[src/rtl/score_bcd_converter.sv]
// Serial binary-to-BCD converter (shift-add-3) for the score text renderer.
// Saturates the 32-bit score, converts over BIN_W cycles, and holds five registered digits.
module score_bcd_converter #(
    parameter int BIN_W     = 17,
    parameter int MAX_SCORE = 99999
) (
    input  logic        clk,
    input  logic        reset,
    input  logic        start,
    input  logic [31:0] score,
    output logic        busy,
    output logic        done,
    output logic [3:0]  dig_10000s,
    output logic [3:0]  dig_1000s,
    output logic [3:0]  dig_100s,
    output logic [3:0]  dig_10s,
    output logic [3:0]  dig_1s
);
    localparam int          CNT_W = $clog2(BIN_W + 1);
    localparam logic [31:0] MAX32 = 32'(MAX_SCORE);

    typedef enum logic [1:0] {IDLE, SHIFT, DONE} state_t;

    state_t             state, state_nx;
    logic [BIN_W-1:0]   bin_sr, bin_nx;
    logic [19:0]        bcd_sr, bcd_nx, bcd_adj;
    logic [CNT_W-1:0]   cnt, cnt_nx;
    logic [19:0]        dig_q, dig_nx;
    logic               done_nx;
    logic [BIN_W-1:0]   sat;

    // Compare on the full 32 bits so large scores clamp instead of wrapping.
    assign sat = (score > MAX32) ? MAX32[BIN_W-1:0] : score[BIN_W-1:0];

    always_comb begin
        bcd_adj = bcd_sr;
        for (int i = 0; i < 5; i++) begin
            if (bcd_sr[4*i +: 4] >= 4'd5)
                bcd_adj[4*i +: 4] = bcd_sr[4*i +: 4] + 4'd3;
        end
    end

    always_ff @(posedge clk or posedge reset) begin
        if (reset) begin
            state  <= IDLE;
            bin_sr <= '0;
            bcd_sr <= '0;
            cnt    <= '0;
            dig_q  <= '0;
            done   <= 1'b0;
        end else begin
            state  <= state_nx;
            bin_sr <= bin_nx;
            bcd_sr <= bcd_nx;
            cnt    <= cnt_nx;
            dig_q  <= dig_nx;
            done   <= done_nx;
        end
    end

    always_comb begin
        state_nx = state;
        bin_nx   = bin_sr;
        bcd_nx   = bcd_sr;
        cnt_nx   = cnt;
        dig_nx   = dig_q;
        done_nx  = 1'b0;
        case (state)
            IDLE: begin
                if (start) begin
                    bin_nx   = sat;
                    bcd_nx   = '0;
                    cnt_nx   = CNT_W'(BIN_W);
                    state_nx = SHIFT;
                end
            end
            SHIFT: begin
                bcd_nx = {bcd_adj[18:0], bin_sr[BIN_W-1]};
                bin_nx = {bin_sr[BIN_W-2:0], 1'b0};
                cnt_nx = cnt - 1'b1;
                if (cnt == CNT_W'(1))
                    state_nx = DONE;
            end
            DONE: begin
                // Digits only ever move here, so the renderer never sees a partial result.
                dig_nx   = bcd_sr;
                done_nx  = 1'b1;
                state_nx = IDLE;
            end
            default: state_nx = IDLE;
        endcase
    end

    assign busy       = (state != IDLE);
    assign dig_10000s = dig_q[19:16];
    assign dig_1000s  = dig_q[15:12];
    assign dig_100s   = dig_q[11:8];
    assign dig_10s    = dig_q[7:4];
    assign dig_1s     = dig_q[3:0];
endmodule

[config.mk]
export PLATFORM = sky130hd
export DESIGN_NAME = score_bcd_converter
export DESIGN_NICKNAME = d
export VERILOG_FILES = /design/src/rtl/score_bcd_converter.sv
export SDC_FILE = /design/constraint.sdc
export NUM_CORES = 1
export LEC_CHECK = 0
export ABC_AREA = 1
export ABC_CLOCK_PERIOD_IN_PS = 1600
export BUFFER_PORTS_ARGS = -buffer_cell sky130_fd_sc_hd__buf_2
export CAP_MARGIN = 30
export CELL_PAD_IN_SITES_DETAIL_PLACEMENT = 0
export CELL_PAD_IN_SITES_GLOBAL_PLACEMENT = 1
export CORE_MARGIN = 3
export CORE_UTILIZATION = 37
export CTS_CLUSTER_SIZE = 8
export DETAILED_ROUTE_END_ITERATION = 10
export HOLD_SLACK_MARGIN = 0.1
export MAX_ROUTING_LAYER = met4
export PLACE_DENSITY_LB_ADDON = 0.08
export RECOVER_POWER = 100
export SYNTH_ARGS = -nofsm -noshare
export SYNTH_HDL_FRONTEND = slang
export SYNTH_SLANG_ARGS = --single-unit
[constraint.sdc]
create_clock -name clk -period 1.6 [get_ports clk]
set_input_delay 0.08 -clock clk [delete_from_list [all_inputs] [get_ports clk]]
set_output_delay 0.08 -clock clk [all_outputs]
set_load 0.005 [all_outputs]
==> qor.csv, run 1 <==
stage,metric,value,unit
status,outcome,completed,
synth,"FF+latch count, synth",65,
cts,CTS buffer count,9,
placement,post-detail-place hpwl,4.53,mm
final_layout,final net count,504,
drt,Detail Route Antenna Nets,0,
synth,"top cells by area, synth","dfrtp_1 (51%), o21ai_0 (9.3%), nand2_1 (9.1%)",
floorplanning,Die Ht,98.6,um
sta,final period utilization,0.899,
drt,DR iter-0 viols,99,
power_and_ir_drop,Power Dens Cells,1760,nW/um^2
floorplanning,die area,9710,sq um
sta,final setup fails,0,
drt,WL final,6.85,mm
power_and_ir_drop,switch share,0.398,
global_routing,first-pass GRT wire length,12.2,mm
setup_path,Crit Path Category,reg2reg,
cts,Clock Latency Late Sink,0.33,ns
floorplanning,die span in x,98.6,um
sta,max frequency,695,MHz
floorplanning,Site Rows,33,
cts,Clock Tree Root,clkbuf_8,
synth,most frequent cells after synthesis,"nand2_1 (77), dfrtp_1 (65), o21ai_0 (59)",
min_path,hold_sp,score[16],
setup_path,"Max FO, Critical Path",4,
min_path,worst min path class,in2reg,
sta,fin. max-slew vios,0,
final_layout,antenna fix cells,0,
sta,hold slack final,0.161,ns
synth,Synth warnings,0,
sta,RSZ-0062 raised after global routing,false,
sta,Max-slew headroom,0.398,
placement,number of port buffers,56,
global_routing,largest net degree at the start of global routing,66,
final_layout,utilization after layout,0.473,
drt,Max Used Layer,met4,
power_and_ir_drop,NetSw,2.74,mW
power_and_ir_drop,combinational share of power,0.419,
flow_run,max-cap violations,0,
drt,met1 WL,3.48,mm
drt,met2 WL,3.04,mm
floorplanning,CORE AREA,8260,sq um
sta,min cycle time layout,1.44,ns
drt,drt pass-1 iters,4,
synth,post-synth top area cell,dfrtp_1,
synth,most frequent cell after synthesis,nand2_1,
sta,Setup TNS,0,ns
synth,fraction of registers with async set or reset after synthesis,1.00,
setup_path,FF-to-FF Start,bcd_sr[16],
final_layout,layout cells sized above 1,0.177,
min_path,depth of the worst hold-timing path,4,
drt,routed vias/inst,4.73,
synth,mapped cell area,3170,sq um
sta,Final Hold Fails,0,
setup_path,CP Capture Type,register,
placement,routability cong.,0.822,
cts,clk sink count,65,
synth,Synth cell types,31,
final_layout,synth-to-layout area growth,23.3,%
drt,Residual DRC,0,
sta,clk_skew,0.0104,ns
floorplanning,initial core utilization,0.384,
setup_path,Worst setup SP type,register,
power_and_ir_drop,power share of the clock group,0.178,
global_routing,initial antenna violation count,0,
setup_path,Setup crit start,bcd_sr[16],
sta,Tightest Pin Transition,0.904,ns
synth,Syn Inst Count,378,
synth,top cell type's share of synthesized area,0.513,
power_and_ir_drop,Lkg Pwr,1.91,nW
placement,DP Cell Count,532,
synth,Syn Nets,425,
cts,CTS max path bufs,2,
power_and_ir_drop,Tot Pwr,6.89,mW
synth,syn avg cell area,8.38,sq um
synth,post-synthesis sequential area ratio,0.513,
drt,via count,2681,
floorplanning,I/O Pins,57,
setup_path,reg2reg path depth,7,
final_layout,final non-filler cell total,567,
power_and_ir_drop,internal power,4.15,mW
drt,Routed wire per std cell,12.1,um
cts,CTS tree,done,
synth,number of synthesized flops with an enable pin,0,
global_routing,vias in the first global route,2601,
setup_path,worst path required time,1.81,ns
power_and_ir_drop,sequential power share,0.403,
global_routing,gr usage total,0.156,
synth,ys flop type,dfrtp_1,
drt,met3 WL,266,um
setup_path,"Arr. time, crit path",1.65,ns
power_and_ir_drop,maximum vdd drop,0.000546,V
cts,H-tree depth,3,
cts,Clock transition at path regs,0.07,ns
global_routing,grt ovf,0,
[flip-flops by register name (all words and copies together) (netlist names)]
register / flops
bcd_sr: 20
dig_q: 20
bin_sr: 17
cnt: 5
state: 2
done: 1
[per-layer routing]
metal | global-route usage | vias up
met5 | - | -
met1 | 0.215 | 1221
met2 | 0.236 | 53
met3 | 0.0234 | 10
met4 | 0.0567 | 0
li1 | - | 1397
[worst max-delay path: stages (launching register included)]
cell	delay [ns]
dfrtp_1	0.38
inv_1	0.08
ha_1	0.20
or2_2	0.30
nand2_1	0.12
a21oi_1	0.07
o21ai_0	0.07
o21ai_0	0.11
[metrics by stage]
stage / worst slack (ns) / area, sq um
6_report: 0.162 / 3910
5_1_grt: 0.0141 / 3910
4_1_cts: 0.0377 / 3910
3_5_place_dp: 0.0506 / 3560
3_3_place_gp: 0.0898 / 3560
2_1_floorplan: 0.231 / 3170
[cell type report]
class | count | area (sq um)
Fill cell | 820 | 4350
Sequential cell | 65 | 1630
Multi-Input combinational cell | 260 | 1320
Timing Repair Buffer | 81 | 499
Clock buffer | 13 | 159
Inverter | 40 | 156
Tap cell | 105 | 131
Clock inverter | 3 | 15.0
[cells by family (layout without fill, tap and decap cells)]
family,Yosys count,in the layout,synth area share
and+or+nand+nor,147,147,0.188
AOI/OAI and AO/OA,99,99,0.172
DFF,65,65,0.513
buffers and inverters,53,137,0.0734
adders and majority gates,12,12,0.0474
xor gates and xnor gates,2,2,0.00553
[path summary, 6_finish.rpt]
path	to	slack, ns
max	bcd_sr[17]	0.16
min	bin_sr[16]	0.16
max reg2reg	bcd_sr[17]	0.16
min reg2reg	dig_q[15]	0.48
max in group asynchronous	dig_q[11]	0.40
min in group asynchronous	bin_sr[0]	0.62
[cells in the final DEF (no fill, tap or decap)]
| cell | n |
|---|---|
| a21o_1 | 1 |
| clkinvlp_4 | 1 |
| ha_1 | 12 |
| nand4_1 | 1 |
| nor2_2 | 1 |
| or2_2 | 2 |
| clkbuf_4 | 2 |
| inv_1 | 36 |
| o21ai_0 | 62 |
| o21ai_1 | 1 |
| nor2_1 | 45 |
| buf_2 | 47 |
| a31oi_1 | 3 |
| nor3_1 | 3 |
| nand3_1 | 15 |
| inv_4 | 1 |
| clkbuf_8 | 11 |
| o211ai_1 | 3 |
| dlygate4sd3_1 | 17 |
| inv_2 | 1 |
| o32ai_1 | 3 |
| a22oi_2 | 1 |
| nand2_1 | 77 |
| nand2_4 | 1 |
| buf_4 | 6 |
| xnor2_1 | 1 |
| xor2_1 | 1 |
| a22oi_1 | 6 |
| o22ai_1 | 2 |
| clkbuf_1 | 11 |
| o21ai_2 | 3 |
| nand2_2 | 2 |
| dfrtp_1 | 65 |
| clkinv_2 | 3 |
| a21oi_1 | 14 |
| clkinv_1 | 1 |
[power groups by stage]
| stage | combinational (mW) | sequential [mW] | clock, mW |
|---|---|---|---|
| after CTS | 2.90 | 2.79 | 1.28 |
| after global placement | 2.82 | 2.80 | 0 |
| after floorplan | 2.12 | 2.75 | 0 |
| after global routing | 3.42 | 2.88 | 1.35 |
| after detailed placement | 2.85 | 2.81 | 0 |
| final | 2.88 | 2.78 | 1.23 |
[what timing repair did]
item                       4_1_cts  5_1_grt
hold buffers                    17        0
buffers inserted                 0        2
setup endpoints to repair        0        9
hold endpoints to repair        81        0
gates resized for setup          0        6
Note: power is estimated with default switching activity, not from simulation.
==> run 2, diff against run 1 <==
- ABC_CLOCK_PERIOD_IN_PS: 1600 -> 1200
- clock period: 1.6 -> 1.2 ns (I/O delays scaled with it)
==> run 2 against run 1 <==
Global-route usage up 1.3 points; count of clock-buffer cells in the layout shrank 1; utilization increased by 18 points; routed wire length increased by 34%; the flow now finishes with violations (negative setup slack); die area is the same; non-clock buffer count up 78; clock power rose by 65%.
==> qor.csv, run 2 (synthesis gave the netlist of run 1 again) <==
stage,metric,value,unit
power_and_ir_drop,power share of the clock group,0.147,
final_layout,final non-filler cell total,646,
setup_path,Buf/Inv on CP,1,
cts,Clock Tree Root,clkbuf_8,
floorplanning,Die Ht,98.6,um
floorplanning,Site Rows,33,
power_and_ir_drop,switch share,0.393,
setup_path,worst reg2reg endpoint,bcd_sr[14],
final_layout,"commonest non-fill, non-tap cell in the layout",dfrtp_1,
setup_path,largest delay contributor family on the critical path,compound AO/OA/AOI/OAI gates,
drt,via count,3112,
status,failing checks,negative setup slack,
floorplanning,die span in x,98.6,um
power_and_ir_drop,sequential power share,0.280,
sta,fin. max-slew vios,0,
drt,drt pass-1 iters,4,
final_layout,antenna fix cells,0,
power_and_ir_drop,internal power,8.40,mW
cts,Clock Latency Late Sink,0.33,ns
sta,min cycle time layout,1.31,ns
sta,clk_skew,0.0115,ns
floorplanning,CORE AREA,8260,sq um
setup_path,"Arr. time, crit path",1.55,ns
cts,CTS buffer count,9,
setup_path,FF-to-FF Start,bcd_sr[13],
drt,Routed wire per std cell,14.2,um
sta,final setup margin,-0.111,ns
sta,final period utilization,1.09,
drt,DR iter-0 viols,90,
global_routing,largest net degree at the start of global routing,41,
drt,Detail Route Antenna Nets,0,
setup_path,CP max stage cell,dfrtp_1,
sta,Tightest Pin Transition,0.706,ns
power_and_ir_drop,NetSw,5.44,mW
placement,post-detail-place hpwl,5.08,mm
cts,H-tree depth,3,
flow_run,max-cap violations,0,
power_and_ir_drop,Tot Pwr,13.8,mW
final_layout,Finished Cell Area,5370,sq um
floorplanning,die area,9710,sq um
setup_path,Max stage delay on crit path,0.36,ns
final_layout,largest registers,"bcd_sr (20), dig_q (20), bin_sr (17)",
power_and_ir_drop,Lkg Pwr,2.46,nW
sta,Max-slew headroom,0.529,
placement,DP Cell Count,571,
sta,final setup fails,58,
setup_path,worst-path cell chain,inv_2 > ha_1 > a21oi_2 > nand2_4 > a21oi_2 > o21ai_1 > o21ai_1,
cts,CTS max path bufs,2,
sta,hold slack final,0.140,ns
global_routing,gr usage total,0.169,
sta,max frequency,763,MHz
sta,Setup TNS,-2.57,ns
min_path,hold_sp,score[16],
setup_path,reg2reg path depth,7,
status,outcome,"complete, but fails checks",
power_and_ir_drop,Power Dens Cells,2580,nW/um^2
cts,CTS tree,done,
global_routing,first-pass GRT wire length,13.3,mm
floorplanning,I/O Pins,57,
floorplanning,initial core utilization,0.384,
setup_path,Worst setup SP type,register,
final_layout,utilization after layout,0.650,
setup_path,Crit Path Category,reg2reg,
global_routing,grt ovf,0,
power_and_ir_drop,combinational share of power,0.573,
drt,routed vias/inst,4.82,
drt,Residual DRC,0,
setup_path,flop-to-flop setup slack,-0.11,ns
drt,WL final,9.15,mm
placement,number of port buffers,56,
placement,routability cong.,0.764,
cts,clk sink count,65,
setup_path,termination of the worst setup path,bcd_sr[14],
cts,Clock transition at path regs,0.08,ns
final_layout,most frequent cells in the layout,"dfrtp_1 (65), buf_4 (61), nand2_1 (50), buf_2 (49), o21ai_1 (40)",
sta,RSZ-0062 raised after global routing,true,
setup_path,CP Capture Type,register,
final_layout,layout cells sized above 1,0.519,
global_routing,vias in the first global route,2869,
setup_path,CP Depth,7,
setup_path,worst path required time,1.44,ns
setup_path,"Max FO, Critical Path",5,
sta,Final Hold Fails,0,
setup_path,Setup crit start,bcd_sr[13],
global_routing,initial antenna violation count,0,
placement,Area after DPL,3990,sq um
power_and_ir_drop,maximum vdd drop,0.00118,V
final_layout,synth-to-layout area growth,69.3,%
final_layout,final net count,584,
placement,Placement Setup Slack,-0.107,ns
min_path,worst min path class,in2reg,
-- run 2: cell types whose count changed in the layout (fill, tap and decap cells not counted), sizes merged --
cell / delta
bufinv: +2
clkinv: -1
buf: +77
clkinvlp: +1
-- run 2: worst register-to-register path, delay by kind of cell, from the launching register on --
kind,cells,cell delay [ns]
and+or+nand+nor,1,0.09
AOI/OAI and AO/OA,4,0.50
buffers and inverters,1,0.07
DFF,1,0.36
adders and majority gates,1,0.21
-- run 2: worst min path at each step --
stage                       to  slack [ns]  cells after the start
floorplan            bcd_sr[0]        0.20                      1
global placement        cnt[4]        0.14                      3
detailed placement        done        0.14                      3
CTS                 bin_sr[16]        0.12                      4
global route        bin_sr[16]        0.17                      4
finish              bin_sr[16]        0.14                      4
-- run 2: layout make-up --
type                    instances  area, sq um
fillers                       703         2890
multi-input cells             260         1900
flip-flops and latches         65         1630
repair buffers                159         1280
inverters                      40          188
clock buffers                  12          145
well taps                     105          131
clock inverters                 3         65.1
repair inverters                2         27.5
-- run 2: repair_timing --
item	4_1_cts	5_1_grt
pin swaps	8	33
gates cloned	0	8
hold buffers	17	0
gates resized for setup	30	158
buffers inserted	17	18
hold endpoints to repair	81	0
endpoints found under the setup margin	37	58
-- run 2: routing by layer --
| layer | track usage | part of all wire | wire, um | vias up |
|---|---|---|---|---|
| met4 | 0.0473 | 0.014 | 124 | 0 |
| met2 | 0.267 | 0.51 | 4680 | 57 |
| li1 | - | - | - | 1565 |
| met5 | - | 0 | 0 | - |
| met3 | 0.0241 | 0.029 | 261 | 10 |
| met1 | 0.229 | 0.45 | 4080 | 1480 |
-- run 2: power groups by stage --
stage | clock [mW] | combinational, mW | sequential [mW]
after floorplan | 0 | 3.20 | 3.70
after global placement | 0 | 5.14 | 3.71
after detailed placement | 0 | 5.20 | 3.74
after CTS | 2.06 | 5.90 | 3.74
after global routing | 2.18 | 8.73 | 4.00
final | 2.03 | 7.93 | 3.88
